## config.mk

```make
export PLATFORM = sky130hd
export DESIGN_NAME = mac_result_encoder
export DESIGN_NICKNAME = d
export VERILOG_FILES = /design/src/rtl/mac_result_encoder.sv
export SDC_FILE = /design/constraint.sdc
export NUM_CORES = 1
export LEC_CHECK = 0
export CAP_MARGIN = 10
export CELL_PAD_IN_SITES_DETAIL_PLACEMENT = 2
export CELL_PAD_IN_SITES_GLOBAL_PLACEMENT = 2
export CORE_MARGIN = 4
export CORE_UTILIZATION = 33
export DETAILED_ROUTE_END_ITERATION = 12
export GPL_ROUTABILITY_DRIVEN = 0
export HOLD_SLACK_MARGIN = 0.03
export PLACE_DENSITY_LB_ADDON = 0.25
export SYNTH_ARGS = -nofsm -noshare
export SYNTH_HDL_FRONTEND = slang
export SYNTH_SLANG_ARGS = --single-unit
export TNS_END_PERCENT = 10
```

## constraint.sdc

```tcl
create_clock -name clk -period 3.2 [get_ports clk]
set_input_delay 0.32 -clock clk [delete_from_list [all_inputs] [get_ports clk]]
set_output_delay 0.32 -clock clk [all_outputs]
set_load 0.01 [all_outputs]
```

## src/rtl/mac_result_encoder.sv

```systemverilog
// rtl/mac_result_encoder.sv - packs rounded/clamped MAC lane results into a 24-bit operand word
// Two-stage pipeline: S1 holds per-lane encoded fields, S2 holds the packed word and flags.
module mac_result_encoder (
   input  logic        clk,
   input  logic        rst_n,
   input  logic        in_valid,
   output logic        in_ready,
   input  logic [1:0]  in_mode,
   input  logic [5:0]  in_sign,
   input  logic [59:0] in_exp,
   input  logic [71:0] in_man,
   input  logic [5:0]  in_zero,
   output logic        out_valid,
   input  logic        out_ready,
   output logic [23:0] out_data,
   output logic [5:0]  out_sat,
   output logic [5:0]  out_flush,
   input  logic        clr_sts,
   output logic        sts_sat,
   output logic        sts_flush
);

   localparam logic [1:0] MODE_BF16 = 2'b00;
   localparam logic [1:0] MODE_E4M3 = 2'b01;
   localparam logic [1:0] MODE_E3M0 = 2'b10;
   localparam logic [1:0] MODE_INT4 = 2'b11;

   // Rounders return {sat, flush, sign, field}; the increment is added to {biased, fraction}
   // so a mantissa carry ripples into the exponent.
   function automatic logic [17:0] enc_bf16(input logic s, input logic [9:0] e,
                                            input logic [10:0] f, input logic z);
      logic signed [10:0] b;
      logic               inc;
      logic signed [18:0] v;
      logic [17:0]        r;
      b   = $signed({e[9], e}) + 11'sd127;
      inc = f[3] & ((|f[2:0]) | f[4]);
      v   = $signed({b[10], b, f[10:4]}) + $signed({18'd0, inc});
      if (z)
         r = {2'b00, s, 15'h0000};
      else if (v > 19'sd32639)
         r = {2'b10, s, 15'h7F7F};
      else if (v < 19'sd128)
         r = {2'b01, s, 15'h0000};
      else
         r = {2'b00, s, v[14:0]};
      return r;
   endfunction

   function automatic logic [9:0] enc_e4m3(input logic s, input logic [9:0] e,
                                           input logic [10:0] f, input logic z);
      logic signed [10:0] b;
      logic               inc;
      logic signed [14:0] v;
      logic [9:0]         r;
      b   = $signed({e[9], e}) + 11'sd7;
      inc = f[7] & ((|f[6:0]) | f[8]);
      v   = $signed({b[10], b, f[10:8]}) + $signed({14'd0, inc});
      if (z)
         r = {2'b00, s, 7'h00};
      else if (v > 15'sd126)
         r = {2'b10, s, 7'h7E};
      else if (v < 15'sd8)
         r = {2'b01, s, 7'h00};
      else
         r = {2'b00, s, v[6:0]};
      return r;
   endfunction

   // No mantissa bits are kept, so ties are broken on the exponent LSB.
   function automatic logic [5:0] enc_e3m0(input logic s, input logic [9:0] e,
                                           input logic [10:0] f, input logic z);
      logic signed [10:0] b;
      logic               inc;
      logic signed [11:0] v;
      logic [5:0]         r;
      b   = $signed({e[9], e}) + 11'sd3;
      inc = f[10] & ((|f[9:0]) | b[0]);
      v   = $signed({b[10], b}) + $signed({11'd0, inc});
      if (z)
         r = {2'b00, s, 3'b000};
      else if (v > 12'sd7)
         r = {2'b10, s, 3'b111};
      else if (v < 12'sd1)
         r = {2'b01, s, 3'b000};
      else
         r = {2'b00, s, v[2:0]};
      return r;
   endfunction

   function automatic logic [4:0] enc_int4(input logic [11:0] m, input logic z);
      logic signed [11:0] v;
      logic [4:0]         r;
      v = $signed(m);
      if (z)
         r = 5'b0_0000;
      else if (v > 12'sd7)
         r = 5'b1_0111;
      else if (v < -12'sd8)
         r = 5'b1_1000;
      else
         r = {1'b0, m[3:0]};
      return r;
   endfunction

   logic        en;
   logic [17:0] bf;
   logic [9:0]  e4 [0:2];
   logic [5:0]  e3 [0:5];
   logic [4:0]  i4 [0:5];
   logic [15:0] c_f0;
   logic [7:0]  c_f1, c_f2;
   logic [3:0]  c_f3, c_f4, c_f5;
   logic [5:0]  c_sat, c_flush;

   logic        s1_valid;
   logic [1:0]  s1_mode;
   logic [15:0] s1_f0;
   logic [7:0]  s1_f1, s1_f2;
   logic [3:0]  s1_f3, s1_f4, s1_f5;
   logic [5:0]  s1_sat, s1_flush;
   logic [23:0] packed_word;

   assign en       = !out_valid || out_ready;
   assign in_ready = en;

   always_comb begin
      bf = enc_bf16(in_sign[0], in_exp[9:0], in_man[10:0], in_zero[0]);
      for (int k = 0; k < 3; k++)
         e4[k] = enc_e4m3(in_sign[k], in_exp[10*k +: 10], in_man[12*k +: 11], in_zero[k]);
      for (int k = 0; k < 6; k++) begin
         e3[k] = enc_e3m0(in_sign[k], in_exp[10*k +: 10], in_man[12*k +: 11], in_zero[k]);
         i4[k] = enc_int4(in_man[12*k +: 12], in_zero[k]);
      end
   end

   // Lanes outside the active mode keep their zero defaults, which zeroes their bits and flags.
   always_comb begin
      c_f0    = 16'h0000;
      c_f1    = 8'h00;
      c_f2    = 8'h00;
      c_f3    = 4'h0;
      c_f4    = 4'h0;
      c_f5    = 4'h0;
      c_sat   = 6'b000000;
      c_flush = 6'b000000;
      case (in_mode)
         MODE_BF16: {c_sat[0], c_flush[0], c_f0} = bf;
         MODE_E4M3: begin
            {c_sat[0], c_flush[0], c_f0[7:0]} = e4[0];
            {c_sat[1], c_flush[1], c_f1}      = e4[1];
            {c_sat[2], c_flush[2], c_f2}      = e4[2];
         end
         MODE_E3M0: begin
            {c_sat[0], c_flush[0], c_f0[3:0]} = e3[0];
            {c_sat[1], c_flush[1], c_f1[3:0]} = e3[1];
            {c_sat[2], c_flush[2], c_f2[3:0]} = e3[2];
            {c_sat[3], c_flush[3], c_f3}      = e3[3];
            {c_sat[4], c_flush[4], c_f4}      = e3[4];
            {c_sat[5], c_flush[5], c_f5}      = e3[5];
         end
         MODE_INT4: begin
            {c_sat[0], c_f0[3:0]} = i4[0];
            {c_sat[1], c_f1[3:0]} = i4[1];
            {c_sat[2], c_f2[3:0]} = i4[2];
            {c_sat[3], c_f3}      = i4[3];
            {c_sat[4], c_f4}      = i4[4];
            {c_sat[5], c_f5}      = i4[5];
         end
         default: ;
      endcase
   end

   always_ff @(posedge clk or negedge rst_n) begin
      if (!rst_n) begin
         s1_valid <= 1'b0;
         s1_mode  <= MODE_BF16;
         s1_f0    <= 16'h0000;
         s1_f1    <= 8'h00;
         s1_f2    <= 8'h00;
         s1_f3    <= 4'h0;
         s1_f4    <= 4'h0;
         s1_f5    <= 4'h0;
         s1_sat   <= 6'b000000;
         s1_flush <= 6'b000000;
      end else if (en) begin
         s1_valid <= in_valid;
         s1_mode  <= in_mode;
         s1_f0    <= c_f0;
         s1_f1    <= c_f1;
         s1_f2    <= c_f2;
         s1_f3    <= c_f3;
         s1_f4    <= c_f4;
         s1_f5    <= c_f5;
         s1_sat   <= c_sat;
         s1_flush <= c_flush;
      end
   end

   always_comb begin
      packed_word = 24'h000000;
      case (s1_mode)
         MODE_BF16: packed_word = {8'h00, s1_f0};
         MODE_E4M3: packed_word = {s1_f0[7:0], s1_f1, s1_f2};
         default:   packed_word = {s1_f0[3:0], s1_f1[3:0], s1_f2[3:0], s1_f3, s1_f4, s1_f5};
      endcase
   end

   always_ff @(posedge clk or negedge rst_n) begin
      if (!rst_n) begin
         out_valid <= 1'b0;
         out_data  <= 24'h000000;
         out_sat   <= 6'b000000;
         out_flush <= 6'b000000;
      end else if (en) begin
         out_valid <= s1_valid;
         out_data  <= s1_valid ? packed_word : 24'h000000;
         out_sat   <= s1_valid ? s1_sat : 6'b000000;
         out_flush <= s1_valid ? s1_flush : 6'b000000;
      end
   end

   always_ff @(posedge clk or negedge rst_n) begin
      if (!rst_n) begin
         sts_sat   <= 1'b0;
         sts_flush <= 1'b0;
      end else if (clr_sts) begin
         sts_sat   <= 1'b0;
         sts_flush <= 1'b0;
      end else if (out_valid && out_ready) begin
         sts_sat   <= sts_sat | (|out_sat);
         sts_flush <= sts_flush | (|out_flush);
      end
   end

endmodule

```

; Word level (Yosys, flattened, before mapping)
; Cells that the tools add are included.
[word_totals]
register_bits = 98
output_inout_bits = 40
wordCells = 184
[op_classes]
n_addsub = 20
order_cmp = 32
eq_ne = 4
n_mux = 72
bitwise = 22
reduce_logical = 18
[op_table]
columns = op, count
row1 = > comparator 12 x 4 -> 1 bit (second input constant), 12
row2 = two-way mux 5 bit, 24
row3 = two-way mux 6 bit, 14
row4 = adder 11 x 2 -> 12 bit, 6
row5 = less-than comparator 12 x 2 -> 1 bit (second input constant), 6
row6 = less-than comparator 12 x 4 -> 1 bit (second input constant), 6
row7 = adder 10 x 3 -> 11 bit (second input constant), 6
row8 = two-way mux 10 bit, 6
row9 = OR reduction 10 bit, 6
row10 = one-hot mux 24 bit (2 select lines), 1
row11 = adder 14 x 2 -> 15 bit, 3
row12 = > comparator 15 x 8 -> 1 bit (second input constant), 3
row13 = less-than comparator 15 x 5 -> 1 bit (second input constant), 3
row14 = two-way mux 18 bit, 2
row15 = adder 10 x 4 -> 11 bit (second input constant), 3
row16 = one-hot mux 4 bit (2 select lines), 4
row17 = two-way mux 9 bit, 3
row18 = two-way mux 24 bit, 1
row19 = one-hot mux 4 bit (3 select lines), 2
row20 = OR reduction 7 bit, 3
row21 = adder 18 x 2 -> 19 bit, 1
row22 = > comparator 19 x 16 -> 1 bit (second input constant), 1
row23 = less-than comparator 19 x 9 -> 1 bit (second input constant), 1
row24 = two-way mux 17 bit, 1
row25 = other kinds (22), 50

; Depth between registers and ports, before layout
[depth]
ltp_word = 9
ltp_mapped = 14
mapped_depth_nobuf = 12

; Least setup slack after synthesis
; No wires, ideal clock.
[synth_timing]
kind = input to register
startpoint = input port in_exp[20]
endpoint = register s1_f2[1]
setup_ns = 0.126
arrival_ns = 3.474
t_required_ns = 3.074
setup_slack_ns = -0.400
cell_stages = 13
n_path_buf = 3
cell_sequence = buf_2 clkbuf_1 inv_1 ha_1 nor2b_2 buf_6 or4_4 a2111oi_4 o21a_1 mux2_2 nor3_4 o21ai_2 a221o_1
[synth_via]
elab_chain_cells = 9
[synth_rtl]
columns = item, line_no
row1 = "start, declared", 10  ; input logic [59:0] in_exp,
row2 = adder 10 x 3 -> 11 bit, 77  ; b = $signed({e[9], e}) + 11'sd3;
row3 = OR 1 bit, 78  ; inc = f[10] & ((|f[9:0]) | b[0]);
row4 = bitwise AND 1 bit, 78
row5 = adder 11 x 2 -> 12 bit, 79  ; v = $signed({b[10], b}) + $signed({11'd0, inc});
row6 = less-than comparator 12 x 2 -> 1 bit, 84  ; else if (v < 12'sd1)
row7 = two-way mux 5 bit, 84
row8 = two-way mux 6 bit, 82  ; else if (v > 12'sd7)
row9 = two-way mux 6 bit, 80  ; if (z)
row10 = one-hot mux 4 bit (3 select lines) *, 147  ; case (in_mode)
row11 = "end signal, assigned", 180  ; s1_f2 <= 8'h00;
row12 = "end signal, assigned", 191  ; s1_f2 <= c_f2;
row13 = "end, declared", 119  ; logic [7:0] s1_f1, s1_f2;
; Mark *: on every way between the ends. The rest lies on a longest branch, timed or not.
; A chain may end at the register's enable or synchronous reset.

; Final worst setup path
[layout_timing]
startpoint = input port in_man[4]
endpoint = register s1_f0[4]
[layout_via]
elab_chain_cells = 9
[layout_rtl]
columns = item, line_no
row1 = "start, declared", 11  ; input logic [71:0] in_man,
row2 = OR reduction 7 bit, 57  ; inc = f[7] & ((|f[6:0]) | f[8]);
row3 = OR 1 bit, 57
row4 = bitwise AND 1 bit, 57
row5 = adder 14 x 2 -> 15 bit, 58  ; v = $signed({b[10], b, f[10:8]}) + $signed({14'd0, inc});
row6 = less-than comparator 15 x 5 -> 1 bit, 63  ; else if (v < 15'sd8)
row7 = two-way mux 9 bit, 63
row8 = two-way mux 10 bit, 61  ; else if (v > 15'sd126)
row9 = two-way mux 10 bit, 59  ; if (z)
row10 = one-hot mux 4 bit (2 select lines) *, 147
row11 = "end signal, assigned", 178  ; s1_f0 <= 16'h0000;
row12 = "end signal, assigned", 189  ; s1_f0 <= c_f0;
row13 = "end, declared", 118  ; logic [15:0] s1_f0;
; Marked as above.

==> impl_results.md <==
- Outcome: finished, final reports clean
- Initial Util: 0.334
- Synth Register Bits: 98
- Via count: between 10k and 15k
- Via density: around 6
- Wire per inst: 24.0 µm
- Ys Warns: 0
- Pwr Density: approximately 300 mW/mm²
- Bufs on Longest Clock Path: 2
- Top cells by count, synth: 159 x nand2_1, 107 x nor2_1, 102 x o21ai_0
- Sequential power share: 0.340
- Synth async-reset ratio: 1.00
- Drt drc: 0
- Worst setup SP type: primary input
- Core Region: 0.0316 mm²
- Critical path fanouts, max: 9
- Clk sinks: 98
- Mean post-synth cell area: 7.37 µm²
- Critical path arrival: 3.39 ns
- Ys flop type: dfrtp_1
- First-pass GRT wire length: 80,800 µm
- Synth top area cells: dfrtp_1 23%, nand2_1 5.7%, xnor2_1 5.5%
- Fin nets: roughly 1.9k
- Worst setup EP type: register
- Worst hold path class: in -> async
- Area growth, synth to finish: 39.5%
- Max_slew headroom: 0.427
- GRT Total Usage: 0.282
- Number of port buffers: 190
- Combinational power share: 0.405
- Pint: approximately 2700 µW
- Final Critical Period: 3.14 ns
- Top cell type's share of synthesized area: 0.233
- Unrepaired setup endpoints after global routing: true
- Multiplexer share of the synthesized area: 0.0268
- Synth unique cells: 87
- Vias in the first global route: 14.3k
- Number of routed nets with antenna violations: 0
- I/O pins: 191
- Final Hold Fails: 0
- Initial antenna violation count: 3
- Crit path required time: approximately 3.5 ns
- Cell row count: 65
- Max Slew Vio Count: 0
- Net Sw Frac: 0.388
- Root Driver: clkbuf_16
- Die H: ~190 µm
- EDFF count, synth: 0
- Most area-hungry cell type in the Yosys netlist: dfrtp_1
- Hold buffer count at CTS: 0
- DIE WIDTH: 187 µm
- Largest net degree at the start of global routing: 66
- Fillers: around 3.6k
- Mapped Area: 0.0105 mm²
- Layout Utilization: 0.466
- 1st-pass router iterations: 5
- Pre-CTS setup slack: -0.482 ns
- # diodes: 0
- Die Footprint: about 0.035 mm²
- Critical setup path kind: in -> reg
- Worst Max-Slew Pin Slew: 0.857 ns
- Final Skew: between 0.01 and 0.015 ns
- Syn Inst Count: between 1k and 1.5k
- XOR/XNOR share of the synthesized area: 0.0765
- Post-DP HPWL: 39,200 µm
- Max_cap viols: 0
- Finish-stage setup viols: 0
- P_sw: approximately 1700 µW
- Clock latency on the worst-skew pair: 0.36 ns
- Peak supply drop: 0.230 mV
- CTS clk-pin slew, worst paths: 0.08 ns
- Synth Area in Compound Gates: 0.275
- Min setup slack post-route: 0.0583 ns
- Gr ovfl total: 0
- Total CTS buffers: 9
- Initial drt markers: 735
- Max H-tree Level: 3
- CTS tree: yes
- Synth Area in Simple Gates: 0.298
- Final period utilization: 0.982
- Main combinational cell family by area after synthesis: simple AND/OR/NAND/NOR gates
- Setup TNS: 0 ns
- Layout cells sized above 1: 0.178
- Top-count cell post-synth: nand2_1
- Share of total power in the clock network: 0.255
- Final WL: 51,800 µm
- Fmax achieved: roughly 320 MHz
- Post-Synth Adder-Cell Area: 0.0297
- Sequential-to-total area share from yosys stat: 0.233
- Leakage: 0.00601 µW
- Synthesized Nets: 1,606
-- final timing paths --
| path | slack, ns | start | cells past startpoint | endpoint |
|---|---|---|---|---|
| setup / recovery | 0.06 | in_man[4] | 13 | s1_f0[4]$_DFFE_PN0P_ |
| min in group clk | 0.48 | s1_f0[15]$_DFFE_PN0P_ | 2 | s1_f0[15]$_DFFE_PN0P_ |
| max in group asynchronous | 2.30 | rst_n | 2 | s1_flush[4]$_DFFE_PN0P_ |
| setup reg to reg | 0.84 | out_valid$_DFFE_PN0P_ | 5 | out_data[22]$_DFFE_PN0P_ |
| hold reg to reg | 0.48 | s1_f0[15]$_DFFE_PN0P_ | 2 | s1_f0[15]$_DFFE_PN0P_ |
| hold / removal | 0.05 | rst_n | 1 | out_flush[0]$_DFFE_PN0P_ |
-- area by class of cell --
class,instances,area [µm²],area share
multi-input cells,1173,7640,0.520
repair buffers,402,3550,0.242
clock buffers,9,225,0.0153
clock inverters,7,63.8,0.00434
inverters,67,251,0.0171
well taps,402,503,0.0342
flip-flops and latches,98,2450,0.167
-- critical path, cell delays in order --
cell and delay (ns):
clkdlybuf4s50_1 0.47, and2_1 0.16, ha_1 0.22, buf_4 0.16, nand3_1 0.15, nor4_1 0.28, a2bb2oi_1 0.35, nand3_1 0.17
or3_1 0.36, o22ai_2 0.15, buf_4 0.20, a21oi_1 0.10, o221ai_2 0.31
-- cells by family after synthesis --
kind of cell,after synthesis
AOI/OAI and AO/OA,424
buffers and inverters,159
DFF,98
muxes,28
xor gates and xnor gates,92
and+or+nand+nor,604
adders and majority gates,25
-- flip-flops by register name, indices dropped and copies added (netlist names) --
register / count
s1_f0: 16
s1_f5: 4
s1_mode: 2
out_sat: 6
s1_f1: 8
s1_flush: 6
sts_sat: 1
out_flush: 6
s1_sat: 6
s1_f2: 8
s1_valid: 1
out_valid: 1
out_data: 24
s1_f4: 4
sts_flush: 1
s1_f3: 4
-- cell usage in the layout, fill, tap and decap left out, drive strengths merged, types with 7 or more instances in the layout --
master and n:
xor2 26, o211ai 15, o21ai 107, a32oi 7, a211o 7, nor4 26
nand3b 9, o31ai 15, ha 25, clkdlybuf4s50 187, nor3 58, a21oi 82
nor3b 19, or4 12, o22ai 13, or2 8, mux2i 26, nor2 107
a221oi 13, or3 15, buf 213, a22oi 9, nor2b 23, nand3 61
and4 10, clkbuf 9, a31oi 24, nand2b 20, xnor2 66, o21a 12
and2 14, a211oi 16, and3 14, o2111ai 11, nand2 159, dfrtp 98
nand4 28, inv 69, a21o 12
-- timing repair --
action | in CTS | in global routing
gates resized for setup | 10 | 37
cloned | 0 | 0
buffers inserted | 0 | 2
pin swaps | 2 | 17
setup endpoints to repair | 13 | 39
-- metal layers --
metal,vias to the layer above,share of wire,GRT usage
li1,5932,-,-
met1,6540,0.42,0.350
met2,360,0.51,0.510
met3,114,0.037,0.0320
met4,0,0.037,0.0896
met5,-,0,0
-- per-stage QoR --
stage | hold WS [ns] | power, µW | area (µm²) | instances
after floorplan | 0.0244 | 2270 | 10600 | 1430
after global placement | 0.439 | 3090 | 14200 | 2140
after detailed placement | 0.448 | 3170 | 14200 | 2140
after CTS | 0.0743 | 4320 | 14500 | 2156
after global routing | 0.104 | 4560 | 14700 | 2158
final | 0.0542 | 4340 | 14700 | 2158
-- power groups by stage --
stage          Sequential, µW  Clock [µW]  Combinational, µW
2_1_floorplan            1440           0                832
3_3_place_gp             1480           0               1610
3_5_place_dp             1490           0               1680
4_1_cts                  1470        1120               1730
5_1_grt                  1480        1180               1900
6_report                 1470        1110               1760
Note: power is estimated with default switching activity, not from simulation.
